File: config.mk
export PLATFORM = sky130hd
export DESIGN_NAME = seq_mult_arbiter_flat
export DESIGN_NICKNAME = d
export VERILOG_FILES = /design/src/rtl/seq_mult_pkg.sv /design/src/rtl/seq_mult_arbiter_if.sv /design/src/rtl/rr_pick.sv /design/src/rtl/seq_mult_arbiter.sv /design/src/flat_wrapper.sv
export SDC_FILE = /design/constraint.sdc
export NUM_CORES = 1
export LEC_CHECK = 0
export ABC_CLOCK_PERIOD_IN_PS = 5800
export CAP_MARGIN = 20
export CORE_MARGIN = 2
export CORE_UTILIZATION = 40
export CTS_CLUSTER_SIZE = 28
export DETAILED_ROUTE_END_ITERATION = 6
export PLACE_DENSITY_LB_ADDON = 0.1
export SLEW_MARGIN = 5
export SYNTH_ARGS = -nofsm -noshare
export SYNTH_HDL_FRONTEND = slang
export SYNTH_SLANG_ARGS = --single-unit
File: constraint.sdc
create_clock -name clk -period 5.8 [get_ports clk]
set_input_delay 1.16 -clock clk [delete_from_list [all_inputs] [get_ports clk]]
set_output_delay 1.16 -clock clk [all_outputs]
set_load 0.005 [all_outputs]
File: src/rtl/seq_mult_pkg.sv
// -----------------------------------------------------------------------------
// seq_mult_pkg
// Shared definitions for the seq_mult_arbiter slice:
//   state_t   - sequencer FSM encoding (IDLE/ISSUE/WAIT/RESP, 2 bits)
//   clog2     - ceiling log2 for elaboration-time sizing
//   id_width  - width of a requester index, never less than 1 bit
// -----------------------------------------------------------------------------
package seq_mult_pkg;

    typedef enum logic [1:0] {
        ST_IDLE  = 2'd0,
        ST_ISSUE = 2'd1,
        ST_WAIT  = 2'd2,
        ST_RESP  = 2'd3
    } state_t;

    function automatic int clog2(input int n);
        int r;
        r = 0;
        while ((1 << r) < n) r++;
        return r;
    endfunction

    // A single requester still needs a 1-bit index field.
    function automatic int id_width(input int n);
        return (n <= 1) ? 1 : clog2(n);
    endfunction

endpackage

File: src/rtl/seq_mult_arbiter_if.sv
// -----------------------------------------------------------------------------
// seq_mult_arbiter_if
// Bundles the requester channels and the shared-multiplier channels.
//   req_valid/req_ready/req_a/req_b  - per-requester request (operands packed)
//   rsp_valid/rsp_ready/rsp_p/rsp_id - per-requester response, shared data bus
//   mul_in_valid/ready, mul_a/mul_b  - operand handshake to the multiplier
//   mul_out_valid/ready, mul_p       - product handshake from the multiplier
// Modports:
//   slave  - the arbiter itself
//   master - the environment (requesters + multiplier)
// -----------------------------------------------------------------------------
interface seq_mult_arbiter_if
    import seq_mult_pkg::*;
#(
    parameter int N_REQ = 4,
    parameter int A_W   = 8,
    parameter int B_W   = 8
);
    localparam int P_W  = A_W + B_W;
    localparam int ID_W = id_width(N_REQ);

    logic [N_REQ-1:0]       req_valid;
    logic [N_REQ-1:0]       req_ready;
    logic [N_REQ*A_W-1:0]   req_a;
    logic [N_REQ*B_W-1:0]   req_b;

    logic [N_REQ-1:0]       rsp_valid;
    logic [N_REQ-1:0]       rsp_ready;
    logic signed [P_W-1:0]  rsp_p;
    logic [ID_W-1:0]        rsp_id;

    logic                   mul_in_valid;
    logic                   mul_in_ready;
    logic signed [A_W-1:0]  mul_a;
    logic signed [B_W-1:0]  mul_b;
    logic                   mul_out_valid;
    logic                   mul_out_ready;
    logic signed [P_W-1:0]  mul_p;

    modport slave (
        input  req_valid, req_a, req_b, rsp_ready,
        input  mul_in_ready, mul_out_valid, mul_p,
        output req_ready, rsp_valid, rsp_p, rsp_id,
        output mul_in_valid, mul_a, mul_b, mul_out_ready
    );

    modport master (
        output req_valid, req_a, req_b, rsp_ready,
        output mul_in_ready, mul_out_valid, mul_p,
        input  req_ready, rsp_valid, rsp_p, rsp_id,
        input  mul_in_valid, mul_a, mul_b, mul_out_ready
    );

endinterface

File: src/rtl/rr_pick.sv
// -----------------------------------------------------------------------------
// rr_pick
// Combinational round-robin search: returns the first asserted request bit
// starting at ptr and wrapping modulo N_REQ.
//   req       in  N_REQ  request vector
//   ptr       in  ID_W   highest-priority index
//   any_valid out 1      at least one request bit set
//   winner    out ID_W   selected index (0 when any_valid is low)
// -----------------------------------------------------------------------------
module rr_pick #(
    parameter int N_REQ = 4,
    parameter int ID_W  = 2
) (
    input  logic [N_REQ-1:0] req,
    input  logic [ID_W-1:0]  ptr,
    output logic             any_valid,
    output logic [ID_W-1:0]  winner
);

    logic [ID_W-1:0] idx;

    // Walk from the farthest offset down to ptr itself so the closest
    // asserted request (in rotation order) is the last one written.
    always_comb begin
        any_valid = |req;
        winner    = '0;
        idx       = '0;
        for (int k = N_REQ - 1; k >= 0; k--) begin
            idx = ID_W'((int'(ptr) + k) % N_REQ);
            if (req[idx]) winner = idx;
        end
    end

endmodule

File: src/rtl/seq_mult_arbiter.sv
// -----------------------------------------------------------------------------
// seq_mult_arbiter
// Round-robin arbiter/sequencer sharing one signed sequential multiplier among
// N_REQ requesters, one operation in flight at a time.
//   clk    in   rising-edge clock
//   rst_n  in   asynchronous active-low reset
//   bus    if   seq_mult_arbiter_if.slave (request, response, multiplier)
//   busy   out  high whenever the sequencer is not IDLE
// Flow: IDLE (grant) -> ISSUE (mul_in handshake) -> WAIT (mul_out handshake)
//       -> RESP (requester response handshake) -> IDLE.
// Products are forwarded bit-exact from the multiplier.
// -----------------------------------------------------------------------------
module seq_mult_arbiter
    import seq_mult_pkg::*;
#(
    parameter int N_REQ = 4,
    parameter int A_W   = 8,
    parameter int B_W   = 8
) (
    input  logic              clk,
    input  logic              rst_n,
    seq_mult_arbiter_if.slave bus,
    output logic              busy
);

    localparam int P_W  = A_W + B_W;
    localparam int ID_W = id_width(N_REQ);

    state_t                state, state_nxt;
    logic [ID_W-1:0]       rr_ptr, owner, winner, ptr_nxt;
    logic                  any_valid;

    logic signed [A_W-1:0] a_arr [N_REQ];
    logic signed [B_W-1:0] b_arr [N_REQ];

    logic                  mul_in_valid_q;
    logic signed [A_W-1:0] mul_a_q;
    logic signed [B_W-1:0] mul_b_q;
    logic [N_REQ-1:0]      rsp_valid_q;
    logic signed [P_W-1:0] rsp_p_q;
    logic [ID_W-1:0]       rsp_id_q;

    for (genvar i = 0; i < N_REQ; i++) begin : g_unpack
        assign a_arr[i] = bus.req_a[i*A_W +: A_W];
        assign b_arr[i] = bus.req_b[i*B_W +: B_W];
    end

    rr_pick #(
        .N_REQ (N_REQ),
        .ID_W  (ID_W)
    ) u_pick (
        .req       (bus.req_valid),
        .ptr       (rr_ptr),
        .any_valid (any_valid),
        .winner    (winner)
    );

    // Pointer moves just past the winner; wraps to 0 (always 0 for N_REQ=1).
    assign ptr_nxt = (int'(winner) == N_REQ - 1) ? '0 : winner + 1'b1;

    always_ff @(posedge clk or negedge rst_n) begin
        if (!rst_n) state <= ST_IDLE;
        else        state <= state_nxt;
    end

    always_comb begin
        state_nxt         = state;
        bus.req_ready     = '0;
        bus.mul_out_ready = 1'b0;
        busy              = (state != ST_IDLE);
        case (state)
            ST_IDLE: begin
                // Grant is combinational; gated by rst_n so nothing is offered
                // while reset is held.
                if (any_valid && rst_n) begin
                    bus.req_ready = N_REQ'(1) << winner;
                    state_nxt     = ST_ISSUE;
                end
            end
            ST_ISSUE: begin
                if (bus.mul_in_ready) state_nxt = ST_WAIT;
            end
            ST_WAIT: begin
                bus.mul_out_ready = 1'b1;
                if (bus.mul_out_valid) state_nxt = ST_RESP;
            end
            ST_RESP: begin
                if (bus.rsp_ready[owner]) state_nxt = ST_IDLE;
            end
            default: state_nxt = ST_IDLE;
        endcase
    end

    always_ff @(posedge clk or negedge rst_n) begin
        if (!rst_n) begin
            rr_ptr         <= '0;
            owner          <= '0;
            mul_in_valid_q <= 1'b0;
            mul_a_q        <= '0;
            mul_b_q        <= '0;
            rsp_valid_q    <= '0;
            rsp_p_q        <= '0;
            rsp_id_q       <= '0;
        end else begin
            case (state)
                ST_IDLE: begin
                    if (any_valid) begin
                        owner          <= winner;
                        mul_a_q        <= a_arr[winner];
                        mul_b_q        <= b_arr[winner];
                        mul_in_valid_q <= 1'b1;
                        rr_ptr         <= ptr_nxt;
                    end
                end
                ST_ISSUE: begin
                    if (mul_in_valid_q && bus.mul_in_ready) mul_in_valid_q <= 1'b0;
                end
                ST_WAIT: begin
                    if (bus.mul_out_valid) begin
                        rsp_p_q     <= bus.mul_p;
                        rsp_id_q    <= owner;
                        rsp_valid_q <= N_REQ'(1) << owner;
                    end
                end
                ST_RESP: begin
                    if (bus.rsp_ready[owner]) rsp_valid_q <= '0;
                end
                default: ;
            endcase
        end
    end

    assign bus.mul_in_valid = mul_in_valid_q;
    assign bus.mul_a        = mul_a_q;
    assign bus.mul_b        = mul_b_q;
    assign bus.rsp_valid    = rsp_valid_q;
    assign bus.rsp_p        = rsp_p_q;
    assign bus.rsp_id       = rsp_id_q;

endmodule
File: src/flat_wrapper.sv
// flat-port wrapper written by rule: the top's interface ports become plain ports
module seq_mult_arbiter_flat import seq_mult_pkg::*;
#(
    parameter int N_REQ = 4,
    parameter int A_W   = 8,
    parameter int B_W   = 8
)
  (clk, rst_n, busy, bus_req_valid, bus_req_a, bus_req_b, bus_rsp_ready, bus_mul_in_ready, bus_mul_out_valid, bus_mul_p, bus_req_ready, bus_rsp_valid, bus_rsp_p, bus_rsp_id, bus_mul_in_valid, bus_mul_a, bus_mul_b, bus_mul_out_ready);
  seq_mult_arbiter_if #(.N_REQ(N_REQ), .A_W(A_W), .B_W(B_W)) bus_i ();
  input  logic clk;
  input  logic rst_n;
  output logic busy;
  input wire logic [$bits(bus_i.req_valid)-1:0] bus_req_valid;
  input wire logic [$bits(bus_i.req_a)-1:0] bus_req_a;
  input wire logic [$bits(bus_i.req_b)-1:0] bus_req_b;
  input wire logic [$bits(bus_i.rsp_ready)-1:0] bus_rsp_ready;
  input wire logic [$bits(bus_i.mul_in_ready)-1:0] bus_mul_in_ready;
  input wire logic [$bits(bus_i.mul_out_valid)-1:0] bus_mul_out_valid;
  input wire logic [$bits(bus_i.mul_p)-1:0] bus_mul_p;
  output wire logic [$bits(bus_i.req_ready)-1:0] bus_req_ready;
  output wire logic [$bits(bus_i.rsp_valid)-1:0] bus_rsp_valid;
  output wire logic [$bits(bus_i.rsp_p)-1:0] bus_rsp_p;
  output wire logic [$bits(bus_i.rsp_id)-1:0] bus_rsp_id;
  output wire logic [$bits(bus_i.mul_in_valid)-1:0] bus_mul_in_valid;
  output wire logic [$bits(bus_i.mul_a)-1:0] bus_mul_a;
  output wire logic [$bits(bus_i.mul_b)-1:0] bus_mul_b;
  output wire logic [$bits(bus_i.mul_out_ready)-1:0] bus_mul_out_ready;
  assign bus_i.req_valid = bus_req_valid;
  assign bus_i.req_a = bus_req_a;
  assign bus_i.req_b = bus_req_b;
  assign bus_i.rsp_ready = bus_rsp_ready;
  assign bus_i.mul_in_ready = bus_mul_in_ready;
  assign bus_i.mul_out_valid = bus_mul_out_valid;
  assign bus_i.mul_p = bus_mul_p;
  assign bus_req_ready = bus_i.req_ready;
  assign bus_rsp_valid = bus_i.rsp_valid;
  assign bus_rsp_p = bus_i.rsp_p;
  assign bus_rsp_id = bus_i.rsp_id;
  assign bus_mul_in_valid = bus_i.mul_in_valid;
  assign bus_mul_a = bus_i.mul_a;
  assign bus_mul_b = bus_i.mul_b;
  assign bus_mul_out_ready = bus_i.mul_out_ready;
  seq_mult_arbiter #(.N_REQ(N_REQ), .A_W(A_W), .B_W(B_W)) u_core (.clk(clk), .rst_n(rst_n), .bus(bus_i), .busy(busy));
endmodule
==> run summary <==
The number of primary I/O pins came out at 137. The number of buffers added on ports is 136. For the final database, setup skew stands at 0.00296 ns. The remaining antenna violation count came out at 0. In the layout the commonest cells are sky130_fd_sc_hd__clkdlybuf4s50_1 (135), sky130_fd_sc_hd__dfrtp_1 (45), sky130_fd_sc_hd__nor2_1 (19).

The routing usage on met1 is 0.248. The final number of setup-violating endpoints came out at 0. The worst setup path is launched from an input port. The number of endpoints with negative hold slack in the final report came out at 0. TritonCTS built the clock tree. The total leakage power came out at 1.61 nW. The slowest stage of the critical path is the sky130_fd_sc_hd__o32a_1 cell.

The average instance area after synthesis is 11.2 µm². The data required time of the worst path came out at 4.64 ns. The total negative setup slack came out at 0 ns. The post-route fraction of the period consumed by the critical path is 0.844. The type of the worst setup path is input port to primary output.

Power spread over the standard cell area amounts to 433 nW/µm². Dividing the detail-routed wire length by the instance count gives 15.6 µm. The clock-pin slew on the worst setup and hold paths came out at 0.08 ns. The final weighted congestion in routability-driven placement is 0.746.

The insertion delay to the later sink of the worst-skew pair came out at 0.29 ns. The worst-margin pin slew came out at 1.01 ns. The area of the die is 7020 µm². The height of the die is 83.8 µm. The count of vias placed by the detailed router is 2261. The initial core utilization is 0.408. Of the synthesized area, sequential elements account for 0.442. The total nets after synthesis is 324. The count of yosys warnings during synthesis is 0. The most used routing layer in global routing is met2. The total iterations of the first detailed-routing run is 4. The placed wire-length estimate after detailed placement is 5070 µm. The cell row count came out at 29.

The number of buffers inserted during clock tree synthesis is 5. The detailed-route vias per instance came out at 5.20. Leaving out fill and tap cells, the most frequent cell in the layout is sky130_fd_sc_hd__clkdlybuf4s50_1. The die width came out at 83.8 µm. The buffer type at the clock tree root is sky130_fd_sc_hd__clkbuf_8. Entering global routing, the biggest net connects 43 pins.

The most numerous cell type found on the critical path is sky130_fd_sc_hd__clkdlybuf4s50_1. The number of gates resized after CTS was 0. The repair_antennas step left the layout with diodes totalling 0.

The number of slew-limit violations in the final report is 0. The final cell area excluding filler cells came out at 4040 µm². The run finished with clean final reports. The total area inside the core boundary comes to 6240 µm².

The global-route usage over all layers is 0.198. The met3 track demand over resource came out at 0.0475. The sum of routed wire length over all layers came out at 6790 µm.

The largest voltage drop on the vdd net is 0.229 mV. The H-tree depth came out at 2. The netlist area before placement came out at 2550 µm². The share of post-route cells with drive strength above 1 is 0.142. The timing-limited maximum frequency is 0.204 GHz.

For the finished layout, the period the worst path requires is 4.89 ns. Measured against its own limit, the worst slew margin works out to 0.327. STA classifies the critical path endpoint as a primary output. Across the run, the number of max-cap violations was 0. The area of placed instances is 3940 µm².

The maximum fanout along the worst path is 19. The initial antenna violation count is 0. For this run, global-route usage on met2 was measured as 0.341.

Setup repair after global routing left no endpoint under its margin. In this run, post-CTS hold repair placed 0 buffers. CTS saw 45 sinks.

The type of the most critical hold path is flop to flop. No sink is reached through more buffers than the 2 on the longest clock path. The wire length of the first global-routing pass is 11200 µm. The via count of the first global-routing pass came to 2355.

The leftover overflow at the end of global routing came out at 0. The longest individual stage delay on the worst path came out at 0.61 ns. Yosys mapped the design onto 34 distinct sky130hd cell types.

The signal on the critical path passes through clkdlybuf4s50_1, a21boi_1, o32a_1, nand2_8, inv_2, buf_4, nor3_1, clkdlybuf4s50_1. The total DRC errors in the routed layout came out at 0. The post-synthesis sequential element count is 45. The net count reported at finish is 455. The number of buffers inserted by post-CTS setup repair came out at 0. The cell count after synthesis came out at 227. From synthesis to final layout, the design area changed by 58.6%. The layout filler cell count is 527. Data on the critical path arrives at its endpoint at 3.73 ns. The starting DRC count in detailed routing came out at 69.
-- Yosys cell counts (all sizes together) --
| cell | count | share of area |
|---|---|---|
| dfrtp | 45 | 0.44 |
| o41ai | 4 | 0.014 |
| mux2 | 18 | 0.080 |
| nor2 | 20 | 0.029 |
| nor4 | 1 | 0.0025 |
| o221ai | 1 | 0.0034 |
| nand2b | 1 | 0.0025 |
| nor3 | 2 | 0.0039 |
| a21oi | 5 | 0.0098 |
| clkbuf | 5 | 0.0074 |
| mux4 | 1 | 0.0088 |
| and3 | 1 | 0.0025 |
| a21boi | 17 | 0.050 |
| a211oi | 16 | 0.047 |
| mux2i | 16 | 0.063 |
| ha | 5 | 0.025 |
| and2 | 1 | 0.0025 |
| buf | 11 | 0.030 |
| o32a | 2 | 0.0079 |
| a2111oi | 16 | 0.094 |
| inv | 11 | 0.016 |
| or4 | 1 | 0.0029 |
| nand2 | 18 | 0.034 |
| o21ai | 5 | 0.0098 |
| a21o | 2 | 0.0059 |
| nor3b | 1 | 0.0029 |
| o22a | 1 | 0.0034 |
-- report_power, final --
group / switching (W) / internal (W)
clock: 0.000103 / 0.000125
sequential: 0.0000936 / 0.000471
combinational: 0.000420 / 0.000538
total: 0.000617 / 0.00113
-- routing by layer --
metal / part of all wire / wire length [µm] / up-vias
li1: - / - / 1104
met1: 0.45 / 3040 / 1062
met2: 0.48 / 3280 / 88
met3: 0.059 / 398 / 7
met4: 0.011 / 72 / 0
met5: 0 / 0 / -
-- metrics by stage --
stage	std cells	worst slack [ns]	utilization	hold WS [ns]	power, W
2_1_floorplan	227	2.39	-	0.467	0.00109
3_3_place_gp	428	0.997	0.631	0.465	0.00152
3_5_place_dp	428	0.906	0.631	0.473	0.00154
4_1_cts	435	0.906	0.648	0.494	0.00177
5_1_grt	435	0.696	0.648	0.505	0.00189
6_report	435	0.905	0.648	0.489	0.00175
-- logic make-up after synthesis --
kind of cell | share of synthesized area
simple gates | 0.0830
compound gates | 0.246
mux | 0.151
fa+ha+maj | 0.0246
flops | 0.442
buf+inv | 0.0535
-- layout make-up --
class	instances	area, µm²	share of cell area
clock buffer	5	68.8	0.0170
clock inverter	2	35.0	0.00867
inverter	11	41.3	0.0102
multi-input combinational	155	1290	0.319
sequential	45	1130	0.279
tap	77	96.3	0.0238
timing repair buffer	140	1390	0.343
-- state kept, by name, summed over array words and instances (netlist names) --
name,flops
u_core.rr_ptr,2
u_core.bus.rsp_valid,4
u_core.bus.mul_a,8
u_core.bus.rsp_p,16
u_core.owner,2
u_core.bus.mul_in_valid,1
u_core.state,2
u_core.bus.mul_b,8
u_core.bus.rsp_id,2
-- critical path, delay by kind of cell --
family | cells | cell delay, ns
AOI/OAI and AO/OA | 2 | 0.79
buffers and inverters | 4 | 1.43
and+or+nand+nor | 2 | 0.34
-- path summary, 6_finish.rpt --
path                                                  start                                to  slack (ns)  cells after the start
hold / removal             u_core.bus.rsp_id[0]$_DFFE_PN0P_  u_core.bus.rsp_id[0]$_DFFE_PN0P_        0.49                      2
setup / recovery                           bus_req_valid[1]                  bus_req_ready[0]        0.91                      8
hold reg to reg            u_core.bus.rsp_id[0]$_DFFE_PN0P_  u_core.bus.rsp_id[0]$_DFFE_PN0P_        0.49                      2
setup reg to reg               u_core.rr_ptr[1]$_DFFE_PN0P_   u_core.bus.mul_b[7]$_DFFE_PN0P_        3.24                      6
min in group asynchronous                             rst_n   u_core.bus.mul_a[5]$_DFFE_PN0P_        0.70                      1
max in group asynchronous                             rst_n   u_core.bus.mul_a[7]$_DFFE_PN0P_        4.32                      2
Note: power is estimated with default switching activity, not from simulation.
